File: config.mk
export PLATFORM = sky130hd
export DESIGN_NAME = mem_wb_stage
export DESIGN_NICKNAME = d
export VERILOG_FILES = /design/src/rtl/mem_wb_stage_pkg.sv /design/src/rtl/mem_wb_stage_reg_file.sv /design/src/rtl/mem_wb_stage.sv
export SDC_FILE = /design/constraint.sdc
export NUM_CORES = 2
export LEC_CHECK = 0
export CELL_PAD_IN_SITES_DETAIL_PLACEMENT = 0
export CELL_PAD_IN_SITES_GLOBAL_PLACEMENT = 1
export CORE_UTILIZATION = 37
export CTS_CLUSTER_SIZE = 16
export DETAILED_ROUTE_END_ITERATION = 8
export PLACE_DENSITY_LB_ADDON = 0.2
export SLEW_MARGIN = 20
export SYNTH_ARGS = -nofsm -noshare
export SYNTH_HDL_FRONTEND = slang
export SYNTH_HIERARCHICAL = 1
export SYNTH_SLANG_ARGS = --single-unit
File: constraint.sdc
create_clock -name clk -period 6.2 [get_ports clk]
set_clock_uncertainty 0.1 [all_clocks]
set_input_delay 0.62 -clock clk [delete_from_list [all_inputs] [get_ports clk]]
set_output_delay 0.62 -clock clk [all_outputs]
set_load 0.05 [all_outputs]
File: src/rtl/mem_wb_stage_pkg.sv
// Shared encodings and widths for the MEM/WB writeback stage.
// Holds the writeback-source and load-size/sign codes used by the stage and by decode.
package mem_wb_stage_pkg;

  localparam int DATA_W     = 32;
  localparam int REG_ADDR_W = 5;

  // Writeback source select; 2'b11 is reserved and falls back to the ALU result.
  localparam logic [1:0] WB_SRC_ALU  = 2'b00;
  localparam logic [1:0] WB_SRC_MEM  = 2'b01;
  localparam logic [1:0] WB_SRC_LINK = 2'b10;

  // Load size/sign encodings.
  localparam logic [1:0] LD_WORD   = 2'b00;
  localparam logic [1:0] LD_HALF_S = 2'b01;
  localparam logic [1:0] LD_BYTE_S = 2'b10;
  localparam logic [1:0] LD_BYTE_U = 2'b11;

endpackage

File: src/rtl/mem_wb_stage_reg_file.sv
// Register file, 2 async read ports with write-through bypass, 1 write port; r0 reads zero.
// Reads are zero-latency, writes land at the clock edge; there is no backpressure.
module mem_wb_stage_reg_file #(
  parameter int DATA_W     = 32,
  parameter int REG_ADDR_W = 5,
  parameter int NUM_REGS   = 32
) (
  input  logic                  clk,
  input  logic                  rst,
  input  logic                  wr_pend,
  input  logic                  wr_commit,
  input  logic [REG_ADDR_W-1:0] wr_addr,
  input  logic [DATA_W-1:0]     wr_dat,
  input  logic [REG_ADDR_W-1:0] rd_addr1,
  input  logic [REG_ADDR_W-1:0] rd_addr2,
  output logic [DATA_W-1:0]     rd_dat1,
  output logic [DATA_W-1:0]     rd_dat2
);

  logic [DATA_W-1:0] regs [NUM_REGS];

  always_ff @(posedge clk or negedge rst) begin
    if (!rst) begin
      for (int i = 0; i < NUM_REGS; i++) regs[i] <= '0;
    end else if (wr_commit && (wr_addr != '0)) begin
      regs[wr_addr] <= wr_dat;
    end
  end

  // Bypass follows the pending write, not the commit, so it stays visible during a stall.
  always_comb begin
    rd_dat1 = regs[rd_addr1];
    if (rd_addr1 == '0)                          rd_dat1 = '0;
    else if (wr_pend && (rd_addr1 == wr_addr))   rd_dat1 = wr_dat;

    rd_dat2 = regs[rd_addr2];
    if (rd_addr2 == '0)                          rd_dat2 = '0;
    else if (wr_pend && (rd_addr2 == wr_addr))   rd_dat2 = wr_dat;
  end

endmodule

File: src/rtl/mem_wb_stage.sv
// MEM/WB pipeline register, writeback select, load formatting, register file and retire counter.
// One register stage (commit one edge after capture); stall holds the slot, flush inserts a bubble.
module mem_wb_stage
  import mem_wb_stage_pkg::*;
#(
  parameter int DATA_W     = mem_wb_stage_pkg::DATA_W,
  parameter int REG_ADDR_W = mem_wb_stage_pkg::REG_ADDR_W,
  parameter int NUM_REGS   = 32
) (
  input  logic                  clk,
  input  logic                  rst,
  input  logic                  stall,
  input  logic                  flush,
  input  logic                  valid_in,
  input  logic [DATA_W-1:0]     pc_in,
  input  logic [DATA_W-1:0]     alu_result_in,
  input  logic [DATA_W-1:0]     mem_data_in,
  input  logic [REG_ADDR_W-1:0] write_reg_in,
  input  logic                  regwrite_in,
  input  logic [1:0]            memtoreg_in,
  input  logic [1:0]            decodeop_in,
  input  logic [REG_ADDR_W-1:0] read_reg1,
  input  logic [REG_ADDR_W-1:0] read_reg2,
  output logic [DATA_W-1:0]     read_data1,
  output logic [DATA_W-1:0]     read_data2,
  output logic [DATA_W-1:0]     wb_data,
  output logic [REG_ADDR_W-1:0] wb_reg,
  output logic                  wb_en,
  output logic [31:0]           retired
);

  typedef struct packed {
    logic                  valid;
    logic [DATA_W-1:0]     pc;
    logic [DATA_W-1:0]     alu;
    logic [DATA_W-1:0]     mem_data;
    logic [REG_ADDR_W-1:0] wreg;
    logic                  regwrite;
    logic [1:0]            memtoreg;
    logic [1:0]            decodeop;
  } memwb_t;

  memwb_t q;
  logic   fire;

  // Little-endian sub-word extraction; misaligned word/half accesses ignore the low offset bits.
  function automatic logic [DATA_W-1:0] fmt_load(input logic [DATA_W-1:0] w,
                                                 input logic [1:0]        off,
                                                 input logic [1:0]        op);
    logic [15:0] h;
    logic [7:0]  b;
    h = off[1] ? w[31:16] : w[15:0];
    b = w[{off, 3'b000} +: 8];
    case (op)
      LD_WORD:   fmt_load = w;
      LD_HALF_S: fmt_load = {{(DATA_W-16){h[15]}}, h};
      LD_BYTE_S: fmt_load = {{(DATA_W-8){b[7]}}, b};
      default:   fmt_load = {{(DATA_W-8){1'b0}}, b};
    endcase
  endfunction

  always_ff @(posedge clk or negedge rst) begin
    if (!rst) begin
      q <= '0;
    end else if (flush) begin
      q <= '0;
    end else if (!stall) begin
      q.valid    <= valid_in;
      q.pc       <= pc_in;
      q.alu      <= alu_result_in;
      q.mem_data <= mem_data_in;
      q.wreg     <= write_reg_in;
      q.regwrite <= regwrite_in;
      q.memtoreg <= memtoreg_in;
      q.decodeop <= decodeop_in;
    end
  end

  always_comb begin
    case (q.memtoreg)
      WB_SRC_MEM:  wb_data = fmt_load(q.mem_data, q.alu[1:0], q.decodeop);
      WB_SRC_LINK: wb_data = q.pc + DATA_W'(4);
      default:     wb_data = q.alu;
    endcase
  end

  assign wb_reg = q.wreg;
  assign wb_en  = q.valid & q.regwrite & (q.wreg != '0);
  assign fire   = q.valid & ~stall;

  always_ff @(posedge clk or negedge rst) begin
    if (!rst)      retired <= '0;
    else if (fire) retired <= retired + 32'd1;
  end

  mem_wb_stage_reg_file #(
    .DATA_W     (DATA_W),
    .REG_ADDR_W (REG_ADDR_W),
    .NUM_REGS   (NUM_REGS)
  ) u_reg_file (
    .clk       (clk),
    .rst       (rst),
    .wr_pend   (wb_en),
    .wr_commit (fire & wb_en),
    .wr_addr   (wb_reg),
    .wr_dat    (wb_data),
    .rd_addr1  (read_reg1),
    .rd_addr2  (read_reg2),
    .rd_dat1   (read_data1),
    .rd_dat2   (read_data2)
  );

endmodule

Word level (Yosys, flattened, before mapping)
Index checks and enable logic that the tools add are counted.

Output and inout bits: 134. Input port bits: 121. Register bits after elaboration: 1163.

Shift operators: 1. Reductions and logical operators: 8. Bitwise gates (word level): 8. Order comparisons: 4. Add/sub/neg operators: 2. Muxes and demuxes: 18. Equal/unequal tests: 7.

Operator list (count): bitwise mux 1024 bit (1); binary-select mux 32 bit (select 5 bit) (2); two-way mux 32 bit (9); two-way mux 107 bit (2); demux 32 bit (select 5 bit) (1); case mux 32 bit (3 select lines) (1); case mux 32 bit (2 select lines) (1); adder 32 x 1 -> 32 bit (second input constant) (1); adder 32 x 3 -> 32 bit (second input constant) (1); indexed part select 32 x 6 -> 8 bit (1); >= comparator 6 bit (second input constant) (3); inverter 5 -> 6 bit (3); two-way mux 16 bit (1); equality test 5 bit (2); logical NOT 5 bit (2); < comparator 6 x 1 -> 1 bit (second input constant) (1); nonzero test 5 bit (1); bitwise AND 1 bit (4); equality test 2 x 1 -> 1 bit (second input constant) (2); equality test 2 bit (second input constant) (2); logical AND 1 bit (4); logical NOT 2 bit (1); != test 2 x 1 -> 1 bit (second input constant) (1); inverter 1 bit (1).

Logic depth before layout (Yosys ltp)
Word-level depth: 6. Gate-level depth with buffers: 12. Depth with buffers taken out: 10.

By module
The synthesis kept the hierarchy.

By module, submodules not included: mem_wb_stage_reg_file (times used 1, cells each 3875, area each 55614.6 µm²); mem_wb_stage (times used 1, cells each 746, area each 7526.0 µm²).

Worst setup path after synthesis
Ideal clock, no wire load.

Path kind: reg-to-output. From: register q[2] (netlist name). To: output port read_data2[25]. Data required time: 5.480 ns. Path slack: 1.134 ns. Buffers on the path: 3. Cell stages (with the launch flop): 13. Arrival: 4.346 ns. Path through: dfrtp_1 inv_1 ha_1 clkbuf_1 inv_1 nand2_1 a21oi_1 clkbuf_1 a21oi_1 o22ai_1 clkbuf_1 nor2_1 nor3_1.

Longest elaborated chain between the ends: 4.

RTL lines: start: declaration (RTL line mem_wb_stage.sv:43) `memwb_t q;`; equality test 2 bit or equality test 2 x 1 -> 1 bit (tied branches) (RTL line mem_wb_stage.sv:80) `case (q.memtoreg)`; case mux 32 bit (2 select lines) (*) (RTL line mem_wb_stage.sv:80); named net wb_data[25] (RTL line mem_wb_stage.sv:26) `output logic [DATA_W-1:0] wb_data,`; two-way mux 32 bit (*) (RTL line mem_wb_stage_reg_file.sv:38) `else if (wr_pend && (rd_addr2 == wr_addr)) rd_dat2 = wr_dat;`; two-way mux 32 bit (*) (RTL line mem_wb_stage_reg_file.sv:37) `if (rd_addr2 == '0) rd_dat2 = '0;`; end: declaration (RTL line mem_wb_stage.sv:25) `output logic [DATA_W-1:0] read_data2,`.

Mark *: on every way through the listed nets, which the timed path passes. The rest lies on a longest branch.

Worst setup path in the final report
From: register q[43] (netlist name). To: output port read_data1[16].

Longest elaborated chain between the ends: 5.

RTL lines: indexed part select 32 x 6 -> 8 bit or two-way mux 16 bit (tied branches) (RTL line mem_wb_stage.sv:53, mem_wb_stage.sv:52); case mux 32 bit (3 select lines) (*) (RTL line mem_wb_stage.sv:54) `case (op)`; case mux 32 bit (2 select lines) (*) (RTL line mem_wb_stage.sv:80); two-way mux 32 bit (*) (RTL line mem_wb_stage_reg_file.sv:34) `else if (wr_pend && (rd_addr1 == wr_addr)) rd_dat1 = wr_dat;`; two-way mux 32 bit (*) (RTL line mem_wb_stage_reg_file.sv:33) `if (rd_addr1 == '0) rd_dat1 = '0;`; end: declaration (RTL line mem_wb_stage.sv:24) `output logic [DATA_W-1:0] read_data1,`.

Every way passes the cells marked *; elsewhere a longest branch is shown, timed or not.

==> out/metrics.cfg <==
[clocking]
insertion_delay_ps=790
ctsLongestPathBuffers=3
cts_tree=yes
cts_root_buf=clkbuf_16
cts-resized-gates=0
cts_max_level=4
clk_pin_slew_ps=60
cts_setup_buffers=0
cts.sinks=1163
cts_hold_buffers=1
cts_buffers=141

[floorplanning]
dieArea_sq_mm=0.1723
die_h_um=415.1
initial_core_util_pct=37.26
rows=151
core-area_sq_mm=0.1695
io_pins=255
die_w_um=415.1

[synth]
yosys_warnings=6
yosysTopAreaCellShare_pct=46.09
synth_largest_area_cell=dfrtp_1
ys_ff_latch=1163
synth_nets=4746
synth.area.top_cells=dfrtp_1, mux2_2, mux4_2
ys_seq_area_share_pct=46.09
yosys_most_used_dff=dfrtp_1
synth_edf_count=0
synth.avg_cell_area_sq_um=13.66
syn_inst=4621
ys_async_sr_fraction_pct=100.0
synth_cell_types=67
syn_area_sq_mm=0.06314

[placement]
gp_congestion=0.8541
dp_hpwl_mm=148.4
numPortBuffers=254
dp_cells=6781

[finish]
nets=4832
top_regs=u_reg_file/regs x1024, q x102, retired x32
drive_gt1_share_pct=41.81
area_delta_synth_final_pct=15.82
top_register=u_reg_file/regs
largest_register_ffs=1024
layout_commonest_cell=dfrtp_1
final_cells=7032
layout_common_cells=dfrtp_1, mux2_2, mux4_2

[grt]
grt_overflow_total=0
antenna_found_initial=8
grt_pass1_vias=44137
grt_max_degree=155
grt_pass1_wl_mm=337.2
grt_usage_pct=27.14

[timing]
maxSlewViolCount=0
tightest_slew_ps=1165
setup_viol=0
hold_violations=0
rsz0062_at_grt=false
slew_headroom_pct=22.35
finalCritPeriodShare_pct=89.14
fin_crit_ps=5527
whs_ps=122.6
fmax_ghz=0.1809
fin_setup_tns_ps=0

[run_status]
outcome=finished, final reports clean

[power_and_ir_drop]
peakVddDrop_v=0.0002827
power_density_mw_per_mm2=249.4
leakagePower_nw=33.41

[detailed_routing]
ant_nets=0
num_vias=43117
drcViolationCount=0
via_per_inst=6.132
drt_iter0_markers=3856
avgRoutedWirePerCell_um=33.36
routed_wl_mm=234.6
dr.pass1.iters=5

[critical_path]
end_kind=output port
critPathLaunchType=register
required_ps=5480
crit_arrival_ps=4810
crit_type=reg -> out
cp_max_fo=32

[min_path]
hold_path.class=in -> reg

[flow_run]
max_cap_viol_count=0

-- worst paths after layout --
check	startpoint	endpoint	slack [ps]	cells past startpoint
max	q[43]	read_data1[16]	670	9
min	flush	q[30]	120	2
max reg2reg	wb_reg[0]	u_reg_file/regs[100]	1860	7
min reg2reg	u_reg_file/regs[998]	u_reg_file/regs[998]	290	0
max in group asynchronous	rst	retired[10]	3990	4
min in group asynchronous	rst	u_reg_file/regs[1018]	300	2
-- layout make-up --
| type | count | area (sq um) |
|---|---|---|
| antenna | 2 | 5.005 |
| clock buffer | 204 | 4086 |
| clock inverter | 44 | 565.5 |
| fill | 15459 | 96340 |
| inverter | 7 | 26.28 |
| multi-input combinational | 2957 | 32150 |
| sequential | 1163 | 29100 |
| tap | 2218 | 2775 |
| timing repair buffer | 437 | 4424 |
-- power by group --
| group | total, mW | switching, mW | leakage, nW | internal (mW) |
|---|---|---|---|---|
| Sequential | 7.75 | 0.0945 | 16.2 | 7.66 |
| Clock | 8.42 | 3.46 | 2.29 | 4.96 |
| Combinational | 2.07 | 1.41 | 15.0 | 0.653 |
| Total | 18.2 | 4.97 | 33.4 | 13.3 |
-- worst max-delay path, cell delays in order (launching register included) --
cell and delay (ps):
dfrtp_1 750, mux2_2 450, a22oi_1 520, nand2_1 270, a221oi_1 760, o21ai_2 330, buf_4 340, o21ai_0 190
nor2_1 180, buf_12 200
-- layer usage --
layer	wire, um	track usage (%)
met3	14150	4.853
met1	101800	37.45
met4	8652	9.925
met5	13	0
met2	110000	42.67
-- synth_stat cells (all sizes together) (18+ instances only) --
master and count:
nor2b 54, mux2i 380, a21oi 118, nand3 57
xnor2 47, nor3 37, nor2 210, nand2 91
dfrtp 1163, a221o 41, and3 32, o22ai 51
a221oi 58, xor2 21, a211oi 60, a22oi 39
o311ai 18, mux2 1033, clkbuf 268, mux4 420
buf 226, o21ai 67
-- cells by family after synthesis --
group | Yosys count | share of synthesized area (%)
mux | 1833 | 39.43
flops | 1163 | 46.09
simple gates | 555 | 4.286
buf+inv | 501 | 3.708
compound gates | 497 | 5.463
xor+xnor | 68 | 0.9432
fa+ha+maj | 4 | 0.07927
-- stage by stage --
stage          util [%]  cell area, sq um  power (mW)  setup slack, ps
2_1_floorplan         -             63140       8.954             1134
3_3_place_gp      40.39             68450       9.965             1318
3_5_place_dp      40.40             68460       9.964             1317
4_1_cts           43.15             73120       18.45            695.3
5_1_grt           43.15             73130       18.84            395.3
6_report          43.15             73130       18.24            673.2
Note: power is estimated with default switching activity, not from simulation.
